### src/rtl/ahb_master_arbiter_pkg.sv
`default_nettype none
// ============================================================================
// Module   : ahb_arb_pkg
// Brief    : Shared types and constants for the two-master AHB-Lite arbiter.
// Revision : 1.0 - initial release
// ============================================================================
package ahb_arb_pkg;

    // AHB-Lite transfer type encoding
    typedef enum logic [1:0] {
        IDLE   = 2'b00,
        BUSY   = 2'b01,
        NONSEQ = 2'b10,
        SEQ    = 2'b11
    } htrans_t;

    // Identity of one of the two masters sharing the bus
    typedef enum logic {
        MASTER0 = 1'b0,
        MASTER1 = 1'b1
    } master_id_t;

    localparam logic [2:0] HSIZE_BYTE = 3'b000;
    localparam logic [2:0] HSIZE_HALF = 3'b001;
    localparam logic [2:0] HSIZE_WORD = 3'b010;

    // True for transfer types that carry a data phase
    function automatic logic is_active(input htrans_t t);
        return (t == NONSEQ) || (t == SEQ);
    endfunction

    // True for transfer types that continue a burst and must not be split
    function automatic logic is_burst_cont(input htrans_t t);
        return (t == SEQ) || (t == BUSY);
    endfunction

endpackage : ahb_arb_pkg
`default_nettype wire

### src/rtl/ahb_master_arbiter_if.sv
`default_nettype none
// ============================================================================
// Module   : ahb_master_arbiter_if
// Brief    : Bundle of both master-side AHB ports, the shared interconnect
//            port and the per-master grant/ready/response returns.
//            slave  : arbiter view; master : masters + interconnect view.
// Revision : 1.0 - initial release
// ============================================================================
interface ahb_master_arbiter_if;
    // master 0 (core wrapper)
    logic        m0_hbusreq;
    logic [31:0] m0_haddr;
    logic [1:0]  m0_htrans;
    logic        m0_hwrite;
    logic [2:0]  m0_hsize;
    logic [3:0]  m0_hprot;
    logic [31:0] m0_hwdata;
    logic        m0_hgrant;
    logic        m0_hready;
    logic        m0_hresp;
    // master 1 (DMA / debug)
    logic        m1_hbusreq;
    logic [31:0] m1_haddr;
    logic [1:0]  m1_htrans;
    logic        m1_hwrite;
    logic [2:0]  m1_hsize;
    logic [3:0]  m1_hprot;
    logic [31:0] m1_hwdata;
    logic        m1_hgrant;
    logic        m1_hready;
    logic        m1_hresp;
    // shared interconnect port
    logic        hready;
    logic        hresp;
    logic [31:0] haddr;
    logic [1:0]  htrans;
    logic        hwrite;
    logic [2:0]  hsize;
    logic [3:0]  hprot;
    logic [31:0] hwdata;
    logic        hmaster;

    modport slave (
        input  m0_hbusreq, m0_haddr, m0_htrans, m0_hwrite, m0_hsize, m0_hprot, m0_hwdata,
        input  m1_hbusreq, m1_haddr, m1_htrans, m1_hwrite, m1_hsize, m1_hprot, m1_hwdata,
        input  hready, hresp,
        output m0_hgrant, m0_hready, m0_hresp,
        output m1_hgrant, m1_hready, m1_hresp,
        output haddr, htrans, hwrite, hsize, hprot, hwdata, hmaster
    );

    modport master (
        output m0_hbusreq, m0_haddr, m0_htrans, m0_hwrite, m0_hsize, m0_hprot, m0_hwdata,
        output m1_hbusreq, m1_haddr, m1_htrans, m1_hwrite, m1_hsize, m1_hprot, m1_hwdata,
        output hready, hresp,
        input  m0_hgrant, m0_hready, m0_hresp,
        input  m1_hgrant, m1_hready, m1_hresp,
        input  haddr, htrans, hwrite, hsize, hprot, hwdata, hmaster
    );
endinterface : ahb_master_arbiter_if
`default_nettype wire

### src/rtl/ahb_master_arbiter_grant_fsm.sv
`default_nettype none
// ============================================================================
// Module   : ahb_arb_grant_fsm
// Brief    : Address-phase grant register and next-grant decision.
//            Round-robin with MAX_HOLD fairness by default; when the macro
//            ARB_FIXED_PRIORITY_EN is defined master 0 has fixed priority and
//            the hold counter is not built.
// Revision : 1.0 - initial release
// ============================================================================
module ahb_arb_grant_fsm
    import ahb_arb_pkg::*;
#(
    parameter int DEFAULT_MASTER = 0,
    parameter int MAX_HOLD       = 8
) (
    input  wire logic       clk,
    input  wire logic       reset,
    input  wire logic       hready,
    input  wire htrans_t    htrans,     // owner's transfer as driven on the bus
    input  wire logic       m0_req,
    input  wire logic       m1_req,
    output master_id_t      grant
);

    localparam master_id_t c_default_id = (DEFAULT_MASTER != 0) ? MASTER1 : MASTER0;

    master_id_t grant_q;
    master_id_t grant_d;
    master_id_t w_peer;
    logic       w_arb_point;

    // A burst in progress (SEQ/BUSY) is never interrupted
    assign w_arb_point = hready && !is_burst_cont(htrans);
    assign w_peer      = master_id_t'(~grant_q);
    assign grant       = grant_q;

`ifdef ARB_FIXED_PRIORITY_EN

    // Next grant: master 0 wins whenever it asks, otherwise master 1, else park
    always_comb begin
        grant_d = grant_q;
        if (w_arb_point) begin
            if (m0_req) begin
                grant_d = MASTER0;
            end else if (m1_req) begin
                grant_d = MASTER1;
            end else begin
                grant_d = c_default_id;
            end
        end
    end

    // Grant register
    always_ff @(posedge clk) begin
        if (reset) begin
            grant_q <= c_default_id;
        end else begin
            grant_q <= grant_d;
        end
    end

`else

    logic [3:0] hold_cnt_q;
    logic [3:0] hold_cnt_d;
    logic [3:0] w_hold_inc;
    logic       w_own_req;
    logic       w_peer_req;

    assign w_own_req  = (grant_q == MASTER0) ? m0_req : m1_req;
    assign w_peer_req = (grant_q == MASTER0) ? m1_req : m0_req;

    // Count including the transfer accepted on this edge, so the owner yields
    // right after its MAX_HOLD-th transfer rather than one transfer later
    assign w_hold_inc = (hready && is_active(htrans) && (hold_cnt_q != 4'hF))
                      ? hold_cnt_q + 4'd1 : hold_cnt_q;

    // Next grant and hold count: keep / hand over / park
    always_comb begin
        grant_d = grant_q;
        if (w_arb_point) begin
            if (w_own_req && (!w_peer_req || (32'(w_hold_inc) < MAX_HOLD))) begin
                grant_d = grant_q;
            end else if (w_peer_req) begin
                grant_d = w_peer;
            end else begin
                grant_d = c_default_id;
            end
        end
        hold_cnt_d = (grant_d != grant_q) ? 4'd0 : w_hold_inc;
    end

    // Grant and hold-count registers
    always_ff @(posedge clk) begin
        if (reset) begin
            grant_q    <= c_default_id;
            hold_cnt_q <= 4'd0;
        end else begin
            grant_q    <= grant_d;
            hold_cnt_q <= hold_cnt_d;
        end
    end

`endif

endmodule : ahb_arb_grant_fsm
`default_nettype wire

### src/rtl/ahb_master_arbiter.sv
`default_nettype none
// ============================================================================
// Module   : ahb_master_arbiter
// Brief    : Two-master AHB-Lite arbiter. Address/control follow the
//            address-phase owner, hwdata/response follow the data-phase owner;
//            ungranted masters are stalled through a gated hready.
//            Optional macro: ARB_FIXED_PRIORITY_EN (master 0 fixed priority).
// Revision : 1.0 - initial release
// ============================================================================
module ahb_master_arbiter
    import ahb_arb_pkg::*;
#(
    parameter int DEFAULT_MASTER = 0,
    parameter int MAX_HOLD       = 8
) (
    input wire logic            clk,
    input wire logic            reset,
    ahb_master_arbiter_if.slave bus
);

    localparam master_id_t c_default_id = (DEFAULT_MASTER != 0) ? MASTER1 : MASTER0;

    master_id_t  w_grant;
    htrans_t     w_htrans;
    logic [31:0] w_haddr;
    logic [1:0]  w_htrans_raw;
    logic        w_hwrite;
    logic [2:0]  w_hsize;
    logic [3:0]  w_hprot;

    master_id_t  downer_q;
    master_id_t  downer_d;
    logic        dvalid_q;
    logic        dvalid_d;

    ahb_arb_grant_fsm #(
        .DEFAULT_MASTER (DEFAULT_MASTER),
        .MAX_HOLD       (MAX_HOLD)
    ) u_grant_fsm (
        .clk    (clk),
        .reset  (reset),
        .hready (bus.hready),
        .htrans (w_htrans),
        .m0_req (bus.m0_hbusreq),
        .m1_req (bus.m1_hbusreq),
        .grant  (w_grant)
    );

    // Address/control mux by address-phase owner; bus held IDLE during reset
    always_comb begin
        w_haddr      = bus.m0_haddr;
        w_htrans_raw = bus.m0_htrans;
        w_hwrite     = bus.m0_hwrite;
        w_hsize      = bus.m0_hsize;
        w_hprot      = bus.m0_hprot;
        if (w_grant == MASTER1) begin
            w_haddr      = bus.m1_haddr;
            w_htrans_raw = bus.m1_htrans;
            w_hwrite     = bus.m1_hwrite;
            w_hsize      = bus.m1_hsize;
            w_hprot      = bus.m1_hprot;
        end
        w_htrans = reset ? IDLE : htrans_t'(w_htrans_raw);
    end

    // Data-phase owner follows the address owner on every completed phase
    always_comb begin
        downer_d = downer_q;
        dvalid_d = dvalid_q;
        if (bus.hready) begin
            downer_d = w_grant;
            dvalid_d = is_active(w_htrans);
        end
    end

    // Data-phase owner registers
    always_ff @(posedge clk) begin
        if (reset) begin
            downer_q <= c_default_id;
            dvalid_q <= 1'b0;
        end else begin
            downer_q <= downer_d;
            dvalid_q <= dvalid_d;
        end
    end

    assign bus.haddr   = w_haddr;
    assign bus.htrans  = w_htrans;
    assign bus.hwrite  = w_hwrite;
    assign bus.hsize   = w_hsize;
    assign bus.hprot   = w_hprot;
    assign bus.hwdata  = (downer_q == MASTER1) ? bus.m1_hwdata : bus.m0_hwdata;
    assign bus.hmaster = w_grant;

    assign bus.m0_hgrant = reset ? (c_default_id == MASTER0) : (w_grant == MASTER0);
    assign bus.m1_hgrant = reset ? (c_default_id == MASTER1) : (w_grant == MASTER1);

    // A master sees ready while it owns the address phase or its data phase
    assign bus.m0_hready = bus.hready &
                           ((w_grant == MASTER0) | ((downer_q == MASTER0) & dvalid_q));
    assign bus.m1_hready = bus.hready &
                           ((w_grant == MASTER1) | ((downer_q == MASTER1) & dvalid_q));

    // Error response only goes to the master whose data phase is active
    assign bus.m0_hresp = !reset & bus.hresp & (downer_q == MASTER0) & dvalid_q;
    assign bus.m1_hresp = !reset & bus.hresp & (downer_q == MASTER1) & dvalid_q;

endmodule : ahb_master_arbiter
`default_nettype wire

### src/flat_wrapper.sv
// flat-port wrapper written by rule: the top's interface ports become plain ports
module ahb_master_arbiter_flat import ahb_arb_pkg::*;
#(
    parameter int DEFAULT_MASTER = 0,
    parameter int MAX_HOLD       = 8
)
  (clk, reset, bus_m0_hbusreq, bus_m0_haddr, bus_m0_htrans, bus_m0_hwrite, bus_m0_hsize, bus_m0_hprot, bus_m0_hwdata, bus_m1_hbusreq, bus_m1_haddr, bus_m1_htrans, bus_m1_hwrite, bus_m1_hsize, bus_m1_hprot, bus_m1_hwdata, bus_hready, bus_hresp, bus_m0_hgrant, bus_m0_hready, bus_m0_hresp, bus_m1_hgrant, bus_m1_hready, bus_m1_hresp, bus_haddr, bus_htrans, bus_hwrite, bus_hsize, bus_hprot, bus_hwdata, bus_hmaster);
  ahb_master_arbiter_if bus_i ();
  input wire logic clk;
  input wire logic reset;
  input wire logic [$bits(bus_i.m0_hbusreq)-1:0] bus_m0_hbusreq;
  input wire logic [$bits(bus_i.m0_haddr)-1:0] bus_m0_haddr;
  input wire logic [$bits(bus_i.m0_htrans)-1:0] bus_m0_htrans;
  input wire logic [$bits(bus_i.m0_hwrite)-1:0] bus_m0_hwrite;
  input wire logic [$bits(bus_i.m0_hsize)-1:0] bus_m0_hsize;
  input wire logic [$bits(bus_i.m0_hprot)-1:0] bus_m0_hprot;
  input wire logic [$bits(bus_i.m0_hwdata)-1:0] bus_m0_hwdata;
  input wire logic [$bits(bus_i.m1_hbusreq)-1:0] bus_m1_hbusreq;
  input wire logic [$bits(bus_i.m1_haddr)-1:0] bus_m1_haddr;
  input wire logic [$bits(bus_i.m1_htrans)-1:0] bus_m1_htrans;
  input wire logic [$bits(bus_i.m1_hwrite)-1:0] bus_m1_hwrite;
  input wire logic [$bits(bus_i.m1_hsize)-1:0] bus_m1_hsize;
  input wire logic [$bits(bus_i.m1_hprot)-1:0] bus_m1_hprot;
  input wire logic [$bits(bus_i.m1_hwdata)-1:0] bus_m1_hwdata;
  input wire logic [$bits(bus_i.hready)-1:0] bus_hready;
  input wire logic [$bits(bus_i.hresp)-1:0] bus_hresp;
  output wire logic [$bits(bus_i.m0_hgrant)-1:0] bus_m0_hgrant;
  output wire logic [$bits(bus_i.m0_hready)-1:0] bus_m0_hready;
  output wire logic [$bits(bus_i.m0_hresp)-1:0] bus_m0_hresp;
  output wire logic [$bits(bus_i.m1_hgrant)-1:0] bus_m1_hgrant;
  output wire logic [$bits(bus_i.m1_hready)-1:0] bus_m1_hready;
  output wire logic [$bits(bus_i.m1_hresp)-1:0] bus_m1_hresp;
  output wire logic [$bits(bus_i.haddr)-1:0] bus_haddr;
  output wire logic [$bits(bus_i.htrans)-1:0] bus_htrans;
  output wire logic [$bits(bus_i.hwrite)-1:0] bus_hwrite;
  output wire logic [$bits(bus_i.hsize)-1:0] bus_hsize;
  output wire logic [$bits(bus_i.hprot)-1:0] bus_hprot;
  output wire logic [$bits(bus_i.hwdata)-1:0] bus_hwdata;
  output wire logic [$bits(bus_i.hmaster)-1:0] bus_hmaster;
  assign bus_i.m0_hbusreq = bus_m0_hbusreq;
  assign bus_i.m0_haddr = bus_m0_haddr;
  assign bus_i.m0_htrans = bus_m0_htrans;
  assign bus_i.m0_hwrite = bus_m0_hwrite;
  assign bus_i.m0_hsize = bus_m0_hsize;
  assign bus_i.m0_hprot = bus_m0_hprot;
  assign bus_i.m0_hwdata = bus_m0_hwdata;
  assign bus_i.m1_hbusreq = bus_m1_hbusreq;
  assign bus_i.m1_haddr = bus_m1_haddr;
  assign bus_i.m1_htrans = bus_m1_htrans;
  assign bus_i.m1_hwrite = bus_m1_hwrite;
  assign bus_i.m1_hsize = bus_m1_hsize;
  assign bus_i.m1_hprot = bus_m1_hprot;
  assign bus_i.m1_hwdata = bus_m1_hwdata;
  assign bus_i.hready = bus_hready;
  assign bus_i.hresp = bus_hresp;
  assign bus_m0_hgrant = bus_i.m0_hgrant;
  assign bus_m0_hready = bus_i.m0_hready;
  assign bus_m0_hresp = bus_i.m0_hresp;
  assign bus_m1_hgrant = bus_i.m1_hgrant;
  assign bus_m1_hready = bus_i.m1_hready;
  assign bus_m1_hresp = bus_i.m1_hresp;
  assign bus_haddr = bus_i.haddr;
  assign bus_htrans = bus_i.htrans;
  assign bus_hwrite = bus_i.hwrite;
  assign bus_hsize = bus_i.hsize;
  assign bus_hprot = bus_i.hprot;
  assign bus_hwdata = bus_i.hwdata;
  assign bus_hmaster = bus_i.hmaster;
  ahb_master_arbiter #(.DEFAULT_MASTER(DEFAULT_MASTER), .MAX_HOLD(MAX_HOLD)) u_core (.clk(clk), .reset(reset), .bus(bus_i));
endmodule
### config.mk
export PLATFORM = sky130hd
export DESIGN_NAME = ahb_master_arbiter_flat
export DESIGN_NICKNAME = d
export VERILOG_FILES = /design/src/rtl/ahb_master_arbiter_pkg.sv /design/src/rtl/ahb_master_arbiter_if.sv /design/src/rtl/ahb_master_arbiter_grant_fsm.sv /design/src/rtl/ahb_master_arbiter.sv /design/src/flat_wrapper.sv
export SDC_FILE = /design/constraint.sdc
export NUM_CORES = 1
export LEC_CHECK = 0
export ABC_AREA = 1
export BUFFER_PORTS_ARGS = -buffer_cell sky130_fd_sc_hd__buf_2
export CAP_MARGIN = 20
export CORE_AREA = 8 8 84 86
export CTS_CLUSTER_SIZE = 28
export DETAILED_ROUTE_END_ITERATION = 8
export DIE_AREA = 0 0 92 94
export PLACE_DENSITY_LB_ADDON = 0.15
export SLEW_MARGIN = 20
export SYNTH_ARGS = -nofsm -noshare
export SYNTH_HDL_FRONTEND = slang
export SYNTH_SLANG_ARGS = --single-unit
export TNS_END_PERCENT = 100
### constraint.sdc
create_clock -name clk -period 1.5 [get_ports clk]
set_input_delay 0.075 -clock clk [delete_from_list [all_inputs] [get_ports clk]]
set_output_delay 0.075 -clock clk [all_outputs]
set_load 0.005 [all_outputs]
; Word level (Yosys, flattened, before mapping)
; Cells that the tools add are included.
; W data, S select, Z words.
[totals]
output_inout_bits = 81
wordCells = 50
ff_bits = 7
[classes]
n_eq_ne = 5
n_lt_le_gt_ge = 1
reduce_logical = 11
mux = 15
n_addsub = 1
bitwise_logic = 13
[op_table]
columns = cell, count
row1 = $mux W32, 2
row2 = $and A1 B1 Y1, 9
row3 = $mux W1, 8
row4 = $mux W4, 2
row5 = $add A4 B1 Y4 const B, 1
row6 = $eq A2 B2 Y1 const B, 2
row7 = $logic_and A1 B1 Y1, 4
row8 = $lt A4 B4 Y1 const B, 1
row9 = $mux W2, 2
row10 = $ne A4 B4 Y1 const B, 1
row11 = $logic_not A1 Y1, 3
row12 = $logic_or A1 B1 Y1, 3
row13 = $mux W3, 1
row14 = $eq A2 B1 Y1 const B, 1
row15 = $not A1 Y1, 2
row16 = $or A1 B1 Y1, 2
row17 = $reduce_or A2 Y1, 1
row18 = $ne A1 B1 Y1, 1

; Depth between registers and ports, before layout
; Gate-level depths: netlist of run 1.
[logic_depth]
ltp_word = 14
depth_mapped = 12
depth_no_buf = 11

; Hierarchy
; Synthesis of run 1 repeated with hierarchy kept, for this count alone.
[unflattened]
cells_unflattened = 308
hier_area_um2 = 1531.5
[modules_own_cells]
columns = module, cells_each, n_inst, area_each_um2
row1 = ahb_master_arbiter, 261, 1, 1188.6
row2 = ahb_arb_grant_fsm, 47, 1, 342.8

; Least setup slack after synthesis of run 1
; No wires, ideal clock.
[synth_path]
path_kind = flip-flop to flip-flop
startpoint = register u_core.u_grant_fsm.hold_cnt_q[0]
endpoint = register u_core.u_grant_fsm.hold_cnt_q[1]
required_time_ns = 1.384
period_less_slack_ns = 1.415
path_buffers = 0
t_arrival_ns = 1.300
slack_ns = 0.085
stages_incl_launch_ff = 11
setup_time_ns = 0.116
cell_sequence = dfxtp_1 ha_1 nand3_1 nand4_2 nand2_1 nand2_2 nand2_1 nand2_1 o211ai_2 nand2_2 nor2_1
[synth_between]
elab_chain_len = 10
[synth_lines]
columns = item, line_no
row1 = start: declaration, ahb_master_arbiter_grant_fsm.sv:64  ; logic [3:0] hold_cnt_q;
row2 = start signal: assignment, ahb_master_arbiter_grant_fsm.sv:100  ; hold_cnt_q <= hold_cnt_d;
row3 = "parallel branches: the longest is 2 deep, another holds $add A4 B1 Y4", n/a
row4 = $mux W4 *, ahb_master_arbiter_grant_fsm.sv:76  ; ? hold_cnt_q + 4'd1 : hold_cnt_q;
row5 = $lt A4 B4 Y1, ahb_master_arbiter_grant_fsm.sv:82  ; if (w_own_req && (!w_peer_req || (32'(w_hold_inc) < MAX_HOLD))) begin
row6 = $logic_or A1 B1 Y1, ahb_master_arbiter_grant_fsm.sv:82
row7 = $logic_and A1 B1 Y1, ahb_master_arbiter_grant_fsm.sv:82
row8 = $mux W1, ahb_master_arbiter_grant_fsm.sv:82
row9 = $mux W1, ahb_master_arbiter_grant_fsm.sv:81  ; if (w_arb_point) begin
row10 = $ne A1 B1 Y1, ahb_master_arbiter_grant_fsm.sv:90  ; hold_cnt_d = (grant_d != grant_q) ? 4'd0 : w_hold_inc;
row11 = $reduce_or A2 Y1 (no source line), n/a
; Every way passes the cells marked *.
; A chain may end at the register's enable or synchronous reset.

; Worst setup path after layout of run 1
[layout_path]
startpoint = register u_core.downer_q
endpoint = output bus_m1_hready
[layout_between]
elab_chain_len = 3
[layout_lines]
columns = item, line_no
row1 = start: declaration, ahb_master_arbiter.sv:31  ; master_id_t downer_q;
row2 = start signal: assignment, ahb_master_arbiter.sv:79  ; downer_q <= c_default_id;
row3 = start signal: assignment, ahb_master_arbiter.sv:82  ; downer_q <= downer_d;
row4 = $and A1 B1 Y1, ahb_master_arbiter.sv:102  ; ((w_grant == MASTER1) | ((downer_q == MASTER1) & dvalid_q));
row5 = $or A1 B1 Y1, ahb_master_arbiter.sv:102
row6 = $and A1 B1 Y1, ahb_master_arbiter.sv:101  ; assign bus.m1_hready = bus.hready &
row7 = end: declaration, flat_wrapper.sv:31  ; output wire logic [$bits(bus_i.m1_hready)-1:0] bus_m1_hready;
; Every way passes these cells.

==> results.md, run 1 <==
- The flow ran to the end, and the final reports show no timing, DRC or antenna violations.
- In this run the cell area measured after placement is 2650 um^2.
- The tightest min-delay check is of the in2reg type.
- The pre-antenna-repair detailed-routing pass consisted of 4 iterations.
- The clock slew seen by the registers of the worst setup and hold paths is 50 ps.
- The number of warnings printed during yosys synthesis is 0.
- After synthesis, the mean cell area works out to 4.49 um^2.
- When the netlist entered floorplanning its net count stood at 464.
- In this design, the stage delay of the slowest critical-path cell is 320 ps.
- The largest fanout on the critical path is 34.
- Summed over all cells, the static leakage comes to 1.82 nW.
- The area added between synthesis and finish is 95.0%.
- The startpoint type of the worst setup path is a register.
- The number of antenna violations at the first check in global routing is 0.
- Clock tree synthesis found a total of 7 sinks.
- The half-perimeter wire length of the detailed placement result is 7060 um.
- The via count of the first global-routing pass is 2502.
- The buffering stage count on the worst path with inverters included is 2.
- The initialized floorplan defines 28 standard-cell rows.
- By area the synthesized netlist is led by sky130_fd_sc_hd__nand2_1 64%, sky130_fd_sc_hd__dfxtp_1 10%, sky130_fd_sc_hd__clkbuf_1 4.3%.
- The fraction of the mapped netlist area in adder cells is 0.903%.
- Across the routed clock network, the largest skew measured is 11.1 ps.
- The layout net count is 693.
- 235 I/O pins were placed.
- The post-detailed-route via-to-cell ratio is 4.25.
- The clock tree buffer depth is 2.
- Entering global routing, the biggest net connects 42 pins.
- For this configuration, the core starts out at a cell density of 24.1%.
- The cell area that synthesis handed to floorplanning was 1390 um^2.
- By area, the combinational part of the netlist is dominated by simple AND/OR/NAND/NOR gates.
- At the later pin of the worst-skew pair, clock insertion delay measures 240 ps.
- The tool flagged a number of max-cap violations equal to 0.
- The clock tree from TritonCTS is done.
- The category of the worst setup path capture point is an output pin.
- The number of port buffers is 234.
- The kind of cell with the highest combined delay on the critical path is buffers and inverters.
- The number of failing hold endpoints at the final stage is 0.
- The slowest stage of the critical path is the sky130_fd_sc_hd__dfxtp_1 cell.
- The timing-limited maximum frequency is 719 MHz.
- The final-layout setup total negative slack is 0 ps.
- TritonCTS created 3 clock buffers.
- Summed over all layers, the global routing overflow is 0.
- The post-layout minimum cycle time is 1390 ps.
- Data arrives at the worst endpoint at 1320 ps.
- STA puts the critical path data required time at 1420 ps.
- The routed layout has 2604 vias.
- In the final layout, the multi-input gates occupy 1140 um^2.
- The die covers 8650 um^2.
- The synthesized instance count is 309.
- At the pin with the least slew margin, the transition time is 383 ps.
- The congestion estimate from routability-driven global placement came to 0.812.
- The antenna cell count is 0.
- With fillers left out, the area of the finished cells amounts to 2700 um^2.
- The core box area is 5750 um^2.
- The peak supply drop is 0.000187 V.
- The synthesized netlist devotes 4.42% of its cell area to compound gates.
- Traced cell by cell, the critical path runs through buf_4, nand2_1, o21ai_0, buf_2.
- The routed wire length per instance is 13.3 um.
- The relative slew slack is 74.5%.
- The number of instances in the placed design is 608.
- Summing the areas of all and, or, nand and nor instances in the mapped netlist gives 74.2% of the synthesized area.
- The horizontal die dimension is 92 um.
- Counting flops and latches in the post-synthesis netlist gives 7.
- Summed over all instances, the cell type with the most area after synthesis is sky130_fd_sc_hd__nand2_1.
- The post-CTS setup buffer count is 0.
- Wires add up to 8120 um.
- The number of distinct standard cells referenced by the synthesized netlist is 24.
- Setup violations remaining at the end of the flow were counted as 0.
- The total power per unit cell area is 401 nW/um^2.
- The number of filler instances in the final layout is 636.
- The top cell type by area accounts for 63.6% of the synthesized area.
- The critical path class is reg2out.
- The final count of pins violating max slew is 0.
- The sequential cells in the finished layout cover a total of 143 um^2.
- In this run the remaining antenna-violating nets after routing total 0.
- The multiplexer share of the synthesized area is 0.722%.
- The violation count after the first detailed-routing iteration is 69.
- The number of H-tree branching levels is 1.
- The ratio of final minimum period to clock period is 92.7%.
- The number of non-filler instances in the completed layout is 612.
- The share of layout cells above drive strength 1 is 48.2%.
- The wire length of the first global-routing pass is 12100 um.
- The synthesized netlist devotes 1.26% of its cell area to XOR and XNOR gates.
- The die is 94 um tall.
- Summing the sequential cell areas from Yosys gives 10.1% of the chip area.
- Across every metal layer, demand over resource in global routing totals 17.1%.
- After detailed routing, the number of remaining DRC violations is 0.
- CTS placed an instance of sky130_fd_sc_hd__clkbuf_8 at the clock tree root.
-- power breakdown --
group | leakage, nW | internal (mW) | switching [mW]
Clock | 0.0228 | 0.185 | 0.0987
Combinational | 1.74 | 0.320 | 0.282
Sequential | 0.0578 | 0.193 | 0.00463
-- path summary, 6_finish.rpt --
kind,cells past startpoint,slack [ps],startpoint,end
worst max-delay path,4,110,u_core.downer_q,bus_m1_hready
worst max register to register,10,120,u_core.u_grant_fsm.hold_cnt_q[1],u_core.u_grant_fsm.hold_cnt_q[0]
worst min-delay path,2,90,reset,u_core.u_grant_fsm.grant
worst min register to register,1,520,u_core.dvalid_q,u_core.dvalid_q
-- stage by stage --
stage	power, mW	worst slack (ps)	util, %	hold WS [ps]
2_1_floorplan	0.426	84.6	-	144
3_3_place_gp	0.804	99.6	46.1	338
3_5_place_dp	0.811	62.4	46.1	356
4_1_cts	1.10	34.4	46.8	105
5_1_grt	1.17	-1.64	47.1	111
6_report	1.08	110	47.1	94.1
-- routing by layer --
metal  vias up  routed length [um]  track usage [%]
met1      1091                2840             16.0
met4         0                  96             4.56
met2       126                4340             33.0
met3         7                 848             7.59
met5         -                   0                0
li1       1380                   -                -
-- cells in the final DEF, fill, tap and decap left out, drive strengths merged, types with 2 or more instances in the layout --
cell type and n:
nor2 13, inv 12, buf 241, nand3 6
clkbuf 4, a21oi 4, nand4 2, nand2 238
dfxtp 7, o21ai 4
-- sequential cells by signal, indices dropped and copies added (netlist names) --
signal,flops
u_core.dvalid_q,1
u_core.u_grant_fsm.hold_cnt_q,4
u_core.downer_q,1
u_core.u_grant_fsm.grant,1
-- logic make-up after synthesis --
logic type,after synthesis
AO/OA/AOI/OAI,10
XOR/XNOR,2
adder cells (fa/ha/maj),1
buffers and inverters,29
flip-flops,7
multiplexers,1
AND/OR/NAND/NOR,259
-- cell usage after synthesis --
| master | count |
|---|---|
| sky130_fd_sc_hd__nor2_1 | 12 |
| sky130_fd_sc_hd__nand2_2 | 2 |
| sky130_fd_sc_hd__xnor2_1 | 1 |
| sky130_fd_sc_hd__nand3_2 | 1 |
| sky130_fd_sc_hd__nand4_1 | 1 |
| sky130_fd_sc_hd__o211ai_2 | 1 |
| sky130_fd_sc_hd__clkbuf_1 | 16 |
| sky130_fd_sc_hd__buf_6 | 1 |
| sky130_fd_sc_hd__inv_2 | 2 |
| sky130_fd_sc_hd__mux2i_1 | 1 |
| sky130_fd_sc_hd__inv_1 | 10 |
| sky130_fd_sc_hd__nor2_4 | 1 |
| sky130_fd_sc_hd__xor2_1 | 1 |
| sky130_fd_sc_hd__nand3_1 | 4 |
| sky130_fd_sc_hd__a31o_2 | 1 |
| sky130_fd_sc_hd__nand2_4 | 1 |
| sky130_fd_sc_hd__o21ai_0 | 3 |
| sky130_fd_sc_hd__o21ai_1 | 1 |
| sky130_fd_sc_hd__nand2_1 | 235 |
| sky130_fd_sc_hd__nand3_4 | 1 |
| sky130_fd_sc_hd__a21oi_1 | 4 |
| sky130_fd_sc_hd__ha_1 | 1 |
| sky130_fd_sc_hd__nand4_2 | 1 |
| sky130_fd_sc_hd__dfxtp_1 | 7 |
-- repair_timing --
| action | in CTS | in global routing |
|---|---|---|
| resized for setup | 0 | 4 |
| hold buffers | 0 | 0 |
| endpoints found under the setup margin | 0 | 47 |
-- final cells by class --
type	instances	area share, %
Tap cell	75	3.47
Multi-Input combinational cell	273	42.1
Sequential cell	7	5.28
Inverter	12	1.67
Clock buffer	4	1.67
Timing Repair Buffer	241	45.9
No activity file was read; power rests on OpenSTA's default activity.
==> inputs of run 2 (changes only) <==
--- a/config.mk
+++ b/config.mk
@@ -12,7 +12,7 @@
 export CTS_CLUSTER_SIZE = 28
 export DETAILED_ROUTE_END_ITERATION = 8
 export DIE_AREA = 0 0 92 94
-export PLACE_DENSITY_LB_ADDON = 0.15
+export PLACE_DENSITY_LB_ADDON = 0.12
 export SLEW_MARGIN = 20
 export SYNTH_ARGS = -nofsm -noshare
 export SYNTH_HDL_FRONTEND = slang
==> results.md, run 2 (same netlist as run 1, synthesis figures left out) <==
- The flow ran to the end, and the final reports show no timing, DRC or antenna violations.
- The final-layout setup total negative slack is 0 ps.
- The via count of the first global-routing pass is 2637.
- Hold timing on the final database bottoms out at a slack of 66.7 ps.
- The final count of pins violating max slew is 0.
- The routed wire length is 8180 um.
- For this run, the post-layout net count is 696.
- The register with the most flip-flops in the final layout is u_core.u_grant_fsm.hold_cnt_q.
- After layout, the worst path uses 91.4% of the clock period.
- The library cells used most frequently in the layout, excluding fill and tap cells, are 235 x sky130_fd_sc_hd__nand2_1, 234 x sky130_fd_sc_hd__buf_2, 12 x sky130_fd_sc_hd__nor2_1.
- The clock tree buffer depth is 2.
- The detailed-route via count is 2598.
- In this run the worst hold path is classified as in2reg.
- The floorplan die height is 94 um.
- Timing would allow up to 730 MHz.
- Measured against its own limit, the worst slew margin works out to 82.8%.
- Subtracting the final worst setup slack from the clock period gives 1370 ps.
- Across every metal layer, demand over resource in global routing totals 17.0%.
- Once layout is done, the placed cells without fillers occupy 2740 um^2.
- Summed over all cells, the static leakage comes to 1.84 nW.
- The die area is 8650 um^2.
- The horizontal die dimension is 92 um.
- Summing internal, switching and leakage power gives 1.06 mW.
- The number of rows created at floorplan is 28.
- The critical path class is reg2reg.
- In the routed layout, each cell is associated on average with a via count of 4.22.
- The post-route clock skew is 4.11 ps.
- STA puts the critical path data required time at 1610 ps.
- The congestion estimate from routability-driven global placement came to 0.759.
- In the routed design, unresolved DRC markers number 0.
- The instance area after placement is 2650 um^2.
- Once the floorplan was initialized, standard cells occupied 24.1% of the core.
- After detailed routing, the average wire length per cell comes to 13.3 um.
- The core box area is 5750 um^2.
- The number of antenna violations at the first check in global routing was 0.
- CTS built an H-tree with a depth of 1.
- The actual slew at the worst max-slew pin is 257 ps.
- Max-cap violations in this run came to 0.
- The largest single stage delay on the critical path is 370 ps.
- The worst setup path is launched from a register.
- The number of iterations in the first detailed-routing pass is 4.
- Dividing total power by cell area gives a power density of 388 nW/um^2.
- The root buffer cell is sky130_fd_sc_hd__clkbuf_8.
- The cell repeated most along the worst path is sky130_fd_sc_hd__nand2_1.
- Counting every sink on the clock net gives 7.
- The peak supply drop is 0.000178 V.
- Leaving out fill and tap cells, the most frequent cell in the layout is sky130_fd_sc_hd__nand2_1.
- Buffers inserted during clock tree synthesis total 3.
- The number of port buffers is 234.
- The violation count after the first detailed-routing iteration is 80.
- Setup repair after global routing left no endpoint under its margin.
- Pin placement for this block handled 235 I/O pins.
- The number of failing hold endpoints at the final stage is 0.
- Clock-pin slew was measured on the worst setup and hold paths at 40 ps.
- The first global-routing pass estimated 12300 um of wire.
- The number of flip-flops in the largest register is 4.
- Walking the worst path, the cells encountered are ha_4, nand3_2, nand4_2, nand2_1, nand2_2, nand2_1, nand2_1, o211ai_2, nand2_2, nor2_1.
- The antenna violation net count after detailed routing is 0.
- The total congestion overflow is 0.
- The antenna cell count is 0.
- The largest net degree at the start of global routing is 30.
- The slowest stage cell on the critical path is sky130_fd_sc_hd__dfxtp_2.
- At the worst endpoint, the arrival time is 1480 ps.
- Cells with a size suffix above 1 make up 48.7% of the layout.
- The number of filler instances in the final layout is 672.
- Compared with the post-synthesis result, the final layout area differs by 97.7%.
- The clock tree from TritonCTS is done.
- The largest fanout on the critical path is 4.
- The half-perimeter wire length of the detailed placement result is 7100 um.
- Setup violations remaining at the end of the flow were counted as 0.
- Hold repair after CTS inserted 0 buffers.
- The latest clock arrival within the worst-skew pair is 220 ps.
- The category of the worst setup path capture point is a register.
==> run 2: cell count changes in the layout (fill, tap and decap cells not counted), sizes merged <==
| cell | change |
|---|---|
| buf | +3 |
==> run 2: where the power goes <==
group	switching [mW]	internal (mW)	total [mW]
Clock	0.0751	0.183	0.258
Sequential	0.00781	0.192	0.200
Combinational	0.282	0.324	0.605
==> run 2: final timing paths <==
path	from	to	slack [ps]	depth (start not counted)
max	u_core.u_grant_fsm.hold_cnt_q[0]	u_core.u_grant_fsm.hold_cnt_q[1]	130	10
max reg2reg	u_core.u_grant_fsm.hold_cnt_q[0]	u_core.u_grant_fsm.hold_cnt_q[1]	130	10
min	reset	u_core.u_grant_fsm.grant	70	2
min reg2reg	u_core.downer_q	u_core.downer_q	510	2
==> run 2: per-layer routing <==
metal | track usage, % | part of all wire, % | vias to the layer above
li1 | - | - | 1385
met1 | 15.6 | 35 | 1080
met2 | 33.4 | 53 | 125
met3 | 6.95 | 11 | 8
met4 | 4.56 | 1.1 | 0
met5 | 0 | 0 | -
==> run 2: metrics by stage <==
step           instances  setup WS [ps]  utilization (%)
3_5_place_dp         609           23.0             46.2
4_1_cts              613           9.74             47.0
6_report             615            130             47.7
2_1_floorplan        309           84.6                -
5_1_grt              615           4.88             47.7
3_3_place_gp         609           57.7             46.2
==> run 2: worst max-delay path, delay by kind of cell, from the launching register on <==
family                   cells  cell delay (ps)
adder cells (fa/ha/maj)      1              160
flip-flops                   1              370
AND/OR/NAND/NOR              8              660
AO/OA/AOI/OAI                1               80
==> run 2: cell type report <==
cell class	instances	area (um^2)	area share [%]
tap	75	93.8	3.42
timing repair buffer	244	1260	46.1
multi-input combinational	273	1150	41.9
inverter	12	45.0	1.64
sequential	7	146	5.34
clock buffer	4	45.0	1.64
==> run 2: what timing repair did <==
item | 4_1_cts | 5_1_grt
buffers inserted | 0 | 2
gates resized for setup | 0 | 7
endpoints found under the hold margin | 0 | 0
endpoints found under the setup margin | 0 | 11
==> inputs of run 3 (changes only) <==
--- a/config.mk
+++ b/config.mk
@@ -5,13 +5,13 @@
 export SDC_FILE = /design/constraint.sdc
 export NUM_CORES = 1
 export LEC_CHECK = 0
-export ABC_AREA = 1
 export BUFFER_PORTS_ARGS = -buffer_cell sky130_fd_sc_hd__buf_2
 export CAP_MARGIN = 20
-export CORE_AREA = 8 8 84 86
+export CORE_AREA = 8 8 85 87
+export CTS_CLUSTER_DIAMETER = 40
 export CTS_CLUSTER_SIZE = 28
 export DETAILED_ROUTE_END_ITERATION = 8
-export DIE_AREA = 0 0 92 94
+export DIE_AREA = 0 0 93 95
 export PLACE_DENSITY_LB_ADDON = 0.12
 export SLEW_MARGIN = 20
 export SYNTH_ARGS = -nofsm -noshare
==> results.md, run 3 <==
- The post-route clock skew is 1.79 ps.
- At the pin with the least slew margin, the transition time is 341 ps.
- The number of failing hold endpoints at the final stage came to 0.
- The die area is 8840 um^2.
- The total overflow left after global routing is 0.
- Data on the critical path is required at its endpoint by 1610 ps.
- The total area of sequential cells is 148 um^2.
- The final reports fail on negative setup slack.
- The fraction of post-synthesis cell area in the top cell type by area is 60.8%.
- IR analysis of the VDD net gives a maximum drop of 0.000231 V.
- The floorplan die height is 95 um.
- The core box area is 5820 um^2.
- The number of filler instances in the final layout is 573.
- The via count of the first global-routing pass is 2245.
- The number of sinks handled by clock tree synthesis is 7.
- The clock slew seen by the registers of the worst setup and hold paths is 40 ps.
- STA classifies the critical path startpoint as a register.
- The number of antenna violations at the first check in global routing came to 0.
- The average instance in the mapped netlist occupies 9.58 um^2.
- In the layout the commonest cells are 234 x sky130_fd_sc_hd__buf_2, 72 x sky130_fd_sc_hd__mux2_2, 8 x sky130_fd_sc_hd__buf_4.
- The number of iterations in the first detailed-routing pass is 4.
- The first global-routing pass estimated 11600 um of wire.
- The simple-gate portion of the synthesized area is 11.6%.
- The ratio of final minimum period to clock period is 102%.
- The number of flip-flops in the largest register is 4.
- Entering global routing, the biggest net connects 26 pins.
- The flow ran to the end, but the final reports show violations.
- The synthesized-area fraction occupied by xor and xnor cells is 0.648%.
- The largest family of logic cells by synthesized area is multiplexers.
- The repair_antennas step left the layout with diodes totalling 0.
- Across every metal layer, demand over resource in global routing totals 16.4%.
- The later pin in the worst-skew pair is clocked with a latency of 230 ps.
- The share of the yosys chip area belonging to registers is 10.4%.
- The horizontal die dimension is 93 um.
- The count of boundary I/O pins is 235.
- The final count of pins violating max slew is 0.
- The synthesized design contains 0 enable-type register cells.
- The root buffer cell is sky130_fd_sc_hd__clkbuf_8.
- Setup total negative slack on the finished layout was measured at -29.9 ps.
- The number of rows created at floorplan is 28.
- Along the worst path, the maximum fanout reaches 4.
- Walking the worst path, the cells encountered are buf_6, mux2i_4, o21ai_4, buf_6, nor4_2, nor4_2.
- The cell area that synthesis handed to floorplanning was 1350 um^2.
- Setup repair after global routing could not meet its margin everywhere.
- Yosys attributes the largest share of cell area to sky130_fd_sc_hd__mux2_2 61%, sky130_fd_sc_hd__dfxtp_1 10%, sky130_fd_sc_hd__mux2i_1 3.0%.
- The number of distinct standard cells referenced by the synthesized netlist is 29.
- STA classifies the critical path endpoint as a register.
- The antenna violation net count after detailed routing is 0.
- Dividing total power by cell area gives a power density of 378 nW/um^2.
- The area added between synthesis and finish is 116%.
- In the final layout, the share of cells above drive strength 1 is 89.3%.
- The post-synthesis register bit count is 7.
- The routed wire length is 8170 um.
- The number of clock buffers added by TritonCTS is 3.
- Measured against its own limit, the worst slew margin works out to 77.1%.
- The cell area after layout is 2920 um^2.
- The count of endpoints failing setup in the final report is 1.
- The detailed-route via count is 2099.
- The number of H-tree branching levels is 1.
- Yosys printed 0 warnings.
- The largest single stage delay on the critical path is 390 ps.
- The slowest stage cell on the critical path is sky130_fd_sc_hd__dfxtp_4.
- In the synthesized netlist, the cells that appear most often are 73 x sky130_fd_sc_hd__mux2_2, 7 x sky130_fd_sc_hd__dfxtp_1, 7 x sky130_fd_sc_hd__nor2_1, 6 x sky130_fd_sc_hd__buf_2.
- The synthesized design spends more area on one cell type than any other, namely sky130_fd_sc_hd__mux2_2.
- The violation count after the first detailed-routing iteration is 48.
- Leaving out fill and tap cells, the most frequent cell in the layout is sky130_fd_sc_hd__buf_2.
- Data arrives at the worst endpoint at 1640 ps.
- Yosys instantiated no cell more often than sky130_fd_sc_hd__mux2_2.
- The number of nets in the synthesized netlist is 296.
- The final routed DRC violation total is 0.
- The number of instances in the placed design is 448.
- The initial utilization of the core area, before any placement, comes to 23.2%.
- Counting flops with an async set or reset pin after synthesis yields a share of 0%.
- Across the run, the number of max-cap violations was 0.
- In the final routed layout, each cell accounts on average for 17.8 um.
- Summing all placed instances gives a cell area of 2640 um^2.
- The half-perimeter wire length of the detailed placement result is 6970 um.
- The most used flip-flop cell after synthesis is sky130_fd_sc_hd__dfxtp_1.
- Summing the areas of all compound-gate instances in the mapped netlist gives 6.67% of the synthesized area.
- The synthesized instance count is 141.
- TritonCTS built the clock tree.
- The fraction of the mapped netlist area in adder cells is 0.926%.
- The number of non-filler instances in the completed layout is 459.
- The worst setup slack before clock tree synthesis is -8.88 ps.
- Static timing analysis puts the maximum clock frequency at 654 MHz.
- The final critical-path setup slack is -29.9 ps.
- The path class of the tightest hold or removal check is in2reg.
- In the final design database the tool counted 540 nets.
- The critical path class is reg2reg.
- The clock tree buffer depth is 2.
- After layout, the minimum clock period comes to 1530 ps.
- In this run the static leakage power is 1.51 nW.
- The multiplexer share of the synthesized area is 64.8%.
- u_core.u_grant_fsm.hold_cnt_q holds more flip-flops than any other register.
- The post-detailed-route via-to-cell ratio is 4.57.
- Port buffering added 234 buffers.
- The congestion estimate from routability-driven global placement came to 0.772.
- The total area of multi-input combinational cells is 1240 um^2.
==> run 3: area by class of cell <==
type	count	share of cell area, %
inverters	3	0.385
well taps	75	3.21
clock buffers	4	1.54
repair buffers	250	47.4
multi-input cells	120	42.4
flip-flops and latches	7	5.05
==> run 3: logic make-up (layout without fill, tap and decap cells) <==
family / Yosys count / after routing
adder cells (fa/ha/maj): 1 / 1
flip-flops: 7 / 7
XOR/XNOR: 1 / 1
multiplexers: 78 / 78
AND/OR/NAND/NOR: 27 / 27
buffers and inverters: 14 / 257
AO/OA/AOI/OAI: 13 / 13
==> run 3: metrics by stage <==
| step | utilization, % | hold WS [ps] | power (mW) |
|---|---|---|---|
| after floorplan | - | 227 | 0.427 |
| after global placement | 45.4 | 436 | 0.781 |
| after detailed placement | 45.4 | 435 | 0.786 |
| after CTS | 47.7 | 220 | 1.08 |
| after global routing | 50.3 | 246 | 1.18 |
| final | 50.3 | 233 | 1.10 |
==> run 3: path summary, 6_finish.rpt <==
path | from | endpoint | slack, ps | cells past startpoint
setup reg to reg | u_core.u_grant_fsm.grant | u_core.u_grant_fsm.grant | -30 | 6
hold reg to reg | u_core.dvalid_q | u_core.dvalid_q | 520 | 2
hold / removal | reset | u_core.u_grant_fsm.grant | 230 | 3
setup / recovery | u_core.u_grant_fsm.grant | u_core.u_grant_fsm.grant | -30 | 6
==> run 3: power breakdown <==
part | leakage (nW) | internal [mW] | total, mW | switching (mW)
sequential | 0.0590 | 0.194 | 0.204 | 0.0101
combinational | 1.43 | 0.396 | 0.626 | 0.230
clock | 0.0228 | 0.185 | 0.275 | 0.0908
total | 1.51 | 0.774 | 1.10 | 0.331
==> run 3: critical path, delay by kind of cell, from the launching register on <==
kind / cells / cell delay (ps)
AO/OA/AOI/OAI: 1 / 110
multiplexers: 1 / 250
flip-flops: 1 / 390
AND/OR/NAND/NOR: 2 / 400
buffers and inverters: 2 / 250
==> run 3: routing by layer <==
| layer | global-route usage (%) | up-vias | wire, um |
|---|---|---|---|
| li1 | - | 1009 | - |
| met1 | 14.6 | 944 | 2580 |
| met2 | 32.4 | 141 | 4390 |
| met3 | 7.86 | 5 | 1120 |
| met4 | 3.62 | 0 | 67 |
| met5 | 0 | - | 0 |
==> run 3: repair_timing <==
action,in CTS,in global routing
pin swaps,0,9
hold buffers,0,0
buffers inserted,2,4
gates resized for setup,12,20
endpoints found under the setup margin,42,27
gates cloned,1,1
